==> src/rtl/display_scan_mux.sv <==
// -----------------------------------------------------------------------------
// display_scan_mux
//   Self-scanning digit multiplexer for a multiplexed 7-segment display.
//   Rotates an active-low one-hot digit select across NUM_DIGITS positions and
//   drives the BCD code of the digit shown in the current slot. The displayed
//   bank and window are switched only at frame boundaries. The edited digit
//   pair can be blinked.
//
//   Optional feature (compile-time macro LEADING_ZERO_BLANK_EN):
//     defined   -> the top slot is blanked when its digit is 0 (" 9:30").
//     undefined -> digits are only blanked by blinking.
//
// Ports
//   clk       : system clock
//   rst_n     : asynchronous active-low reset
//   time_bus  : packed BCD banks; bank b digit d at [(b*DIGITS_PER_BANK+d)*4 +: 4]
//   bank_sel  : bank to display (out-of-range values show bank 0)
//   show_in   : 0 = upper window (hour:min), 1 = window from digit 0 (min:sec)
//   edit_en   : blink enable
//   edit_pair : digit pair to blink (pair p = digits 2p, 2p+1)
//   sel       : active-low one-hot digit enable, all ones = dark
//   hex_out   : BCD code for the enabled digit, 4'hF when blanked
// -----------------------------------------------------------------------------
module display_scan_mux #(
  parameter int NUM_DIGITS      = 4,
  parameter int DIGITS_PER_BANK = 6,
  parameter int NUM_BANKS       = 2,
  parameter int SCAN_DIV        = 100000,
  parameter int BLINK_DIV       = 256,
  localparam int BW = (NUM_BANKS > 1) ? $clog2(NUM_BANKS) : 1,
  localparam int PW = (DIGITS_PER_BANK / 2 > 1) ? $clog2(DIGITS_PER_BANK / 2) : 1
) (
  input  logic                                   clk,
  input  logic                                   rst_n,
  input  logic [NUM_BANKS*DIGITS_PER_BANK*4-1:0] time_bus,
  input  logic [BW-1:0]                          bank_sel,
  input  logic                                   show_in,
  input  logic                                   edit_en,
  input  logic [PW-1:0]                          edit_pair,
  output logic [NUM_DIGITS-1:0]                  sel,
  output logic [3:0]                             hex_out
);

  localparam int IW      = $clog2(NUM_DIGITS);
  localparam int DW      = $clog2(DIGITS_PER_BANK);
  localparam int SW      = $clog2(SCAN_DIV);
  localparam int CW      = (BLINK_DIV > 1) ? $clog2(BLINK_DIV) : 1;
  localparam int BASE_HI = DIGITS_PER_BANK - NUM_DIGITS;

  logic [SW-1:0]         r_presc;
  logic [IW-1:0]         r_idx;
  logic [CW-1:0]         r_blink_cnt;
  logic                  r_blink_phase;
  logic [BW-1:0]         r_bank;
  logic                  r_show;
  logic [NUM_DIGITS-1:0] r_sel;
  logic [3:0]            r_hex;

  logic                  w_tick;
  logic                  w_wrap;
  logic                  w_blink_wrap;
  logic                  w_phase_nxt;
  logic [IW-1:0]         w_idx_nxt;
  logic [CW-1:0]         w_blink_cnt_nxt;
  logic [BW-1:0]         w_bank_use;
  logic                  w_show_use;
  logic [DW-1:0]         w_dig;
  logic [3:0]            w_fetch;
  logic                  w_blank;
  logic [NUM_DIGITS-1:0] w_sel_nxt;
  logic [3:0]            w_hex_nxt;

  // Unpack the bus into a bank/digit array so the fetch is a plain 2-D index.
  logic [3:0] w_digit [NUM_BANKS][DIGITS_PER_BANK];

  for (genvar b = 0; b < NUM_BANKS; b++) begin : g_bank
    for (genvar d = 0; d < DIGITS_PER_BANK; d++) begin : g_dig
      assign w_digit[b][d] = time_bus[(b*DIGITS_PER_BANK+d)*4 +: 4];
    end
  end

  // Everything below describes the slot that starts at the next tick; it is
  // only consumed by the register stage when w_tick is high.
  always_comb begin
    // NOTE: every signal gets a default first so no path leaves one unassigned,
    // which would otherwise infer a latch.
    w_tick          = (r_presc == SW'(SCAN_DIV - 1));
    w_wrap          = (r_idx == IW'(NUM_DIGITS - 1));
    w_idx_nxt       = w_wrap ? '0 : r_idx + 1'b1;
    w_blink_wrap    = (r_blink_cnt == CW'(BLINK_DIV - 1));
    w_blink_cnt_nxt = w_blink_wrap ? '0 : r_blink_cnt + 1'b1;
    w_phase_nxt     = r_blink_phase ^ w_blink_wrap;
    w_bank_use      = r_bank;
    w_show_use      = r_show;

    // At a frame boundary the new idx=0 slot already uses the freshly
    // sampled bank/window, so they bypass the latches here.
    if (w_wrap) begin
      w_bank_use = (32'(bank_sel) < NUM_BANKS) ? bank_sel : '0;
      w_show_use = show_in;
    end

    w_dig   = (w_show_use ? '0 : DW'(BASE_HI)) + DW'(w_idx_nxt);
    w_fetch = w_digit[w_bank_use][w_dig];

    // Pair membership: digit d belongs to pair d/2. Pairs outside the window
    // never match any visible digit, so they blank nothing.
    w_blank = edit_en && w_phase_nxt && ((32'(w_dig) >> 1) == 32'(edit_pair));
`ifdef LEADING_ZERO_BLANK_EN
    if ((w_idx_nxt == IW'(NUM_DIGITS - 1)) && (w_fetch == 4'h0)) begin
      w_blank = 1'b1;
    end
`endif

    w_sel_nxt = w_blank ? '1 : ~({{(NUM_DIGITS-1){1'b0}}, 1'b1} << w_idx_nxt);
    w_hex_nxt = w_blank ? 4'hF : w_fetch;
  end

  always_ff @(posedge clk or negedge rst_n) begin
    if (!rst_n) begin
      r_presc       <= '0;
      r_idx         <= '0;
      r_blink_cnt   <= '0;
      r_blink_phase <= 1'b0;
      r_bank        <= '0;
      r_show        <= 1'b0;
      r_sel         <= '1;
      r_hex         <= 4'h0;
    end else begin
      // NOTE: non-blocking assignments so every register samples the values
      // from before this edge, regardless of statement order.
      r_presc <= w_tick ? '0 : r_presc + 1'b1;
      if (w_tick) begin
        r_idx         <= w_idx_nxt;
        r_blink_cnt   <= w_blink_cnt_nxt;
        r_blink_phase <= w_phase_nxt;
        r_bank        <= w_bank_use;
        r_show        <= w_show_use;
        // sel and hex_out load on the same edge so the decoder never sees a
        // mixed select/code combination.
        r_sel         <= w_sel_nxt;
        r_hex         <= w_hex_nxt;
      end
    end
  end

  assign sel     = r_sel;
  assign hex_out = r_hex;

endmodule
==> config.mk <==
export PLATFORM = sky130hd
export DESIGN_NAME = display_scan_mux
export DESIGN_NICKNAME = d
export VERILOG_FILES = /design/src/rtl/display_scan_mux.sv
export SDC_FILE = /design/constraint.sdc
export NUM_CORES = 1
export LEC_CHECK = 0
export BUFFER_PORTS_ARGS = -buffer_cell sky130_fd_sc_hd__buf_2
export CAP_MARGIN = 15
export CORE_MARGIN = 2
export CORE_UTILIZATION = 53
export DETAILED_ROUTE_END_ITERATION = 8
export GPL_TIMING_DRIVEN = 0
export PLACE_DENSITY = 0.78
export SLEW_MARGIN = 20
export SYNTH_ARGS = -nofsm -noshare
export SYNTH_HDL_FRONTEND = slang
export SYNTH_SLANG_ARGS = --single-unit
==> constraint.sdc <==
create_clock -name clk -period 2.91 [get_ports clk]
set_input_delay 0.582 -clock clk [delete_from_list [all_inputs] [get_ports clk]]
set_output_delay 0.582 -clock clk [all_outputs]
set_load 0.02 [all_outputs]
==> results.toml, run 1 <==
[floorplan]
initial_core_util_pct = 55.6
ios = 63
fp.dieW_um = 72.1
rows = 24
core_area_um2 = 4410
die_h_um = 72.1
die-area_um2 = 5190

[place]
io_buffers = 61
placed_cell_area_um2 = 2830
dpl.hpwl_mm = 4.30
gp_congestion = 0.869

[drt]
post_drt_wl_per_cell_um = 15.2
drc = 0
routed_wl_mm = 5.64
post_drt_via_cell_ratio = 5.83
drtIter0Drc = 163
vias = 2170
drt_first_pass_iters = 4
ant_nets = 0

[layout]
drive_above_1_share_pct = 30.0
layout_common_cells = "buf_2, dfrtp_1, mux2i_1"
final_cell_area_um2 = 2970
areaGrowthSynthToFinish_pct = 20.7
fill_cells = 355
diodes = 0
final_nets = 382
layout_commonest_cell = "buf_2"

[min_path]
hp-class = "primary input to async pin"

[clock_network]
cts.sinks = 38
cts_tree = "built"
clk_latency_ps = 300
cts_buffers = 5
clockBufferDepth = 2
cts_max_level = 2
cts_setup_buffers = 0
cts-root-buf = "clkbuf_8"
cts-hold-fix-buffers = 0
clkTransAtPathRegs_ps = 80
cts.repair.resized = 0

[synth]
async_reset_ff_share_pct = 100
synth_edf_count = 0
netlist_area_um2 = 2460
ys_ff_latch = 38
synth_warnings = 0
synth.distinct_cells = 44
seq_area_frac_synth_pct = 38.9
synthFlopType = "dfrtp_1"
synth.avg_cell_area_um2 = 9.79
syn_inst = 251
syn_nets = 314

[critical_path]
cp_data_required_time_ps = 3150
setup.worst_path.class = "flip-flop to flip-flop"
critical_path_peak_fanout = 10
startpoint_type = "flip-flop"
endpoint_kind = "flip-flop"
worstPathArrival_ps = 2880
reg2regPathDepth = 10

[timing]
post-route-period-util_pct = 91.0
rsz0062_at_grt = "false"
fmax_mhz = 378
period_needed_ps = 2650
setup_viol = 0
tns_ps = 0
hold_viol = 0
worst_slew_pin_slew_ps = 852
drv_slew = 0
skew_ps = 9.29
slew_headroom_pct = 43.2

[run_status]
status = "complete, no violations"

[power]
leakagePower_uw = 0.00144
power.density_nw_per_um2 = 401
ir_worst_vdd_mv = 0.322

[global_route]
grt_use_total_pct = 23.9
grt_max_degree = 39
antenna_found_initial = 0
grt_pass1_vias = 2161
grt_overflow = 0
grt_pass1_wl_mm = 9.69

[flow_run]
max_cap_violations = 0
[path summary, 6_finish.rpt]
| kind | endpoint | slack [ps] | startpoint |
|---|---|---|---|
| worst max-delay path | hex_out[1] | 260 | r_idx[1] |
| worst min-delay path | r_presc[8] | 390 | rst_n |
| worst max register to register | hex_out[1] | 260 | r_idx[1] |
| worst min register to register | r_presc[0] | 480 | r_presc[0] |
| max in group asynchronous | r_presc[0] | 1980 | rst_n |
| min in group clk | r_presc[0] | 480 | r_presc[0] |
[area by class of cell]
type / count / area, um^2 / share of cell area [%]
Multi-Input combinational cell: 196 / 1410 / 47.6
Clock inverter: 3 / 68.8 / 2.32
Clock buffer: 5 / 68.8 / 2.32
Timing Repair Buffer: 61 / 305 / 10.3
Inverter: 3 / 11.3 / 0.380
Sequential cell: 38 / 956 / 32.2
Tap cell: 52 / 65.1 / 2.19
Buffer: 14 / 77.6 / 2.62
[layer usage]
metal	global-route usage (%)	share of wire, %	up-vias
met5	0	0	-
met4	7.76	1.6	0
met3	5.83	5.9	10
met2	38.3	47	72
met1	32.1	45	1039
li1	-	-	1049
[where the power goes]
group	internal, uW	switching, uW
Combinational	59.2	54.7
Sequential	529	0.282
Clock	344	204
Total	931	259
[metrics by stage]
stage	hold WS (ps)	cells	util, %	setup WS, ps	power, uW
5_1_grt	457	372	67.2	26.6	1230
4_1_cts	415	372	67.1	171	1200
3_5_place_dp	459	364	64.0	192	653
3_3_place_gp	458	364	64.0	246	650
6_report	386	372	67.2	263	1190
2_1_floorplan	286	251	-	620	594
[flip-flops by register name, indices dropped and copies added, names as in the netlist]
name,flops
r_blink_phase,1
r_idx,2
r_bank,1
r_presc,17
sel,4
r_blink_cnt,8
r_show,1
hex_out,4
[cell families (layout without fill, tap and decap cells)]
| kind of cell | Yosys count | count (layout) | synth area share, % |
|---|---|---|---|
| simple gates | 84 | 84 | 17.5 |
| mux | 33 | 33 | 14.7 |
| buf+inv | 17 | 86 | 3.57 |
| fa+ha+maj | 8 | 8 | 4.08 |
| flops | 38 | 38 | 38.9 |
| compound gates | 50 | 50 | 13.8 |
| xor+xnor | 21 | 21 | 7.49 |
[worst max-delay path: stages, from the launching register on]
cell and delay [ps]:
dfrtp_1 400, ha_1 280, clkbuf_2 260, buf_2 250
mux2i_1 240, ha_1 310, nand2b_1 240, a211oi_1 180
o21ai_0 150, nand2_1 120, o22a_1 140
[Yosys cell counts, types with 2 or more instances]
master / instances / area share (%)
a211oi_1: 3 / 0.92
nand4_1: 8 / 2.0
dfrtp_1: 34 / 35
xor2_1: 8 / 2.9
nand3_1: 8 / 1.6
buf_2: 10 / 2.0
xnor2_1: 13 / 4.6
nor3_1: 3 / 0.61
and3_1: 3 / 0.76
mux4_2: 2 / 1.8
nor2_1: 22 / 3.4
nand2_1: 24 / 3.7
a31oi_1: 6 / 1.5
nor4b_1: 3 / 1.1
a32oi_1: 3 / 1.1
o21ai_1: 2 / 0.41
a21oi_1: 5 / 1.0
clkbuf_1: 2 / 0.31
dfstp_2: 4 / 4.3
a22oi_1: 7 / 2.1
inv_1: 3 / 0.46
nand2b_1: 2 / 0.51
mux2i_1: 30 / 12
or2_2: 2 / 0.51
ha_1: 8 / 4.1
o21ai_0: 13 / 2.6
a2bb2oi_1: 3 / 1.1
o22a_1: 4 / 1.4
No activity file was read; power rests on OpenSTA's default activity.
==> inputs of run 2 (changes only) <==
--- a/config.mk
+++ b/config.mk
@@ -8,11 +8,12 @@
 export BUFFER_PORTS_ARGS = -buffer_cell sky130_fd_sc_hd__buf_2
 export CAP_MARGIN = 15
 export CORE_MARGIN = 2
-export CORE_UTILIZATION = 53
+export CORE_UTILIZATION = 55
 export DETAILED_ROUTE_END_ITERATION = 8
 export GPL_TIMING_DRIVEN = 0
-export PLACE_DENSITY = 0.78
+export PLACE_DENSITY = 0.8
 export SLEW_MARGIN = 20
 export SYNTH_ARGS = -nofsm -noshare
 export SYNTH_HDL_FRONTEND = slang
 export SYNTH_SLANG_ARGS = --single-unit
+export TNS_END_PERCENT = 5
==> constraint.sdc (replaced) <==
create_clock -name clk -period 3.15 [get_ports clk]
set_input_delay 0.63 -clock clk [delete_from_list [all_inputs] [get_ports clk]]
set_output_delay 0.63 -clock clk [all_outputs]
set_load 0.02 [all_outputs]
==> run 2 against run 1 <==
Non-clock buffer count stayed put. Design area is 1.5% lower. Clock skew is 2.9 ps lower. Routed wire length is 4.2% lower. Critical path type unchanged. Sequential power is 7.6% lower. Via count is 0.88% lower. Die area is 3.4% lower. Highest routed layer unchanged. Hold slack better by 51 ps. Global-route usage is 0.60 points lower. Combinational power is 9% lower. Clock-buffer cell count is 1 higher. Largest cell class unchanged.
==> results.toml, run 2 (synthesis gave the netlist of run 1 again) <==
[drt]
routed_wl_mm = 5.40
drt_first_pass_iters = 5
drc = 0
drtIter0Drc = 175
post_drt_wl_per_cell_um = 14.5
ant_nets = 0
post_drt_via_cell_ratio = 5.78
vias = 2151

[run_status]
status = "complete, no violations"

[critical_path]
r2r-start = "r_idx[1]"
endpoint_kind = "flip-flop"
reg2reg_slack_ps = 310
critical_path_peak_fanout = 10
endpoint = "hex_out[3]"
setup.worst_path.class = "flip-flop to flip-flop"
cp_data_required_time_ps = 3380
worstPathArrival_ps = 3070
startpoint = "r_idx[1]"
r2r-end = "hex_out[3]"
startpoint_type = "flip-flop"
reg2regPathDepth = 10

[timing]
worst_slew_pin_slew_ps = 830
fmax_mhz = 352
skew_ps = 6.38
hold_viol = 0
period_needed_ps = 2840
slew_headroom_pct = 44.6
post-route-period-util_pct = 90.1
drv_slew = 0
tns_ps = 0
setup_viol = 0
rsz0062_at_grt = "false"

[clock_network]
cts_buffers = 5
clk_latency_ps = 290
clockBufferDepth = 2
cts_max_level = 2
cts_tree = "built"
cts.repair.resized = 0
cts_setup_buffers = 0
cts-hold-fix-buffers = 0
clkTransAtPathRegs_ps = 70
cts-root-buf = "clkbuf_8"
cts.sinks = 38

[floorplan]
die-area_um2 = 5020
initial_core_util_pct = 56.8
rows = 24
ios = 63
die_h_um = 70.8
core_area_um2 = 4320
fp.dieW_um = 70.8

[layout]
layout_common_cells = "buf_2, dfrtp_1, mux2i_1"
reg_top3 = "r_presc (17), r_blink_cnt (8)"
layout_commonest_cell = "buf_2"
final_nets = 382
diodes = 0
final_cell_area_um2 = 2920
regMostFlops = "r_presc"
largest_register_ffs = 17
areaGrowthSynthToFinish_pct = 19.0
drive_above_1_share_pct = 29.7

[global_route]
grt_use_total_pct = 23.3
antenna_found_initial = 0
grt_overflow = 0
grt_max_degree = 39
grt_pass1_wl_mm = 9.33
grt_pass1_vias = 2080

[power]
switchingPower_uw = 220
sw_frac_of_total_pct = 23.4
power_uw = 939
p_int_uw = 719
ir_worst_vdd_mv = 0.271
p_seq_share_pct = 52.0
leakagePower_uw = 0.00142
power.density_nw_per_um2 = 321
clkPwrFrac_pct = 36.8
p_comb_share_pct = 11.1

[place]
gp_congestion = 0.816
dpl.hpwl_mm = 4.09
io_buffers = 61
placed_cell_area_um2 = 2830

[flow_run]
max_cap_violations = 0

[min_path]
hp-class = "primary input to async pin"
run 2: cell types whose count changed in the layout (fill, tap and decap cells not counted), sizes merged:
cell      delta
bufinv       -2
clkbuf       +1
clkinvlp     +1
run 2: layout make-up:
cell class / count / area [um^2]
buffer: 14 / 76.3
clock buffer: 6 / 82.6
clock inverter: 2 / 12.5
fill: 357 / 1400
inverter: 3 / 11.3
multi-input combinational: 196 / 1410
sequential: 38 / 956
tap: 52 / 65.1
timing repair buffer: 61 / 305
run 2: worst min-delay path by stage:
stage / to / slack, ps
floorplan: hex_out[0] / 330
global placement: r_blink_cnt[7] / 460
detailed placement: r_blink_cnt[7] / 470
CTS: r_idx[0] / 460
global route: r_presc[7] / 510
finish: r_presc[9] / 440
run 2: critical path: stages (launching register included):
cell	delay, ps
dfrtp_1	400
ha_1	290
clkbuf_1	380
buf_2	300
mux2i_1	250
ha_1	310
nand2b_1	240
a211oi_1	200
o21ai_0	180
nand2_1	110
o22a_1	120
run 2: power groups by stage:
stage	Sequential (uW)	Combinational (uW)	Clock, uW
after floorplan	498	50.6	0
after CTS	488	105	355
after detailed placement	498	105	0
final	489	104	346
after global placement	498	103	0
after global routing	488	116	378
run 2: stage by stage:
| stage | instances | util (%) | setup slack [ps] | hold slack, ps |
|---|---|---|---|---|
| global placement | 364 | 65.4 | 486 | 462 |
| finish | 372 | 67.6 | 312 | 437 |
| floorplan | 251 | - | 860 | 334 |
| global route | 372 | 67.6 | 143 | 508 |
| CTS | 372 | 67.6 | 406 | 464 |
| detailed placement | 364 | 65.4 | 445 | 474 |
run 2: per-layer routing:
| layer | vias to the layer above | part of all wire, % | global-route usage [%] |
|---|---|---|---|
| li1 | 1050 | - | - |
| met1 | 1010 | 47 | 32.9 |
| met2 | 83 | 47 | 37.1 |
| met3 | 8 | 5.8 | 3.85 |
| met4 | 0 | 1.0 | 7.76 |
| met5 | - | 0 | 0 |
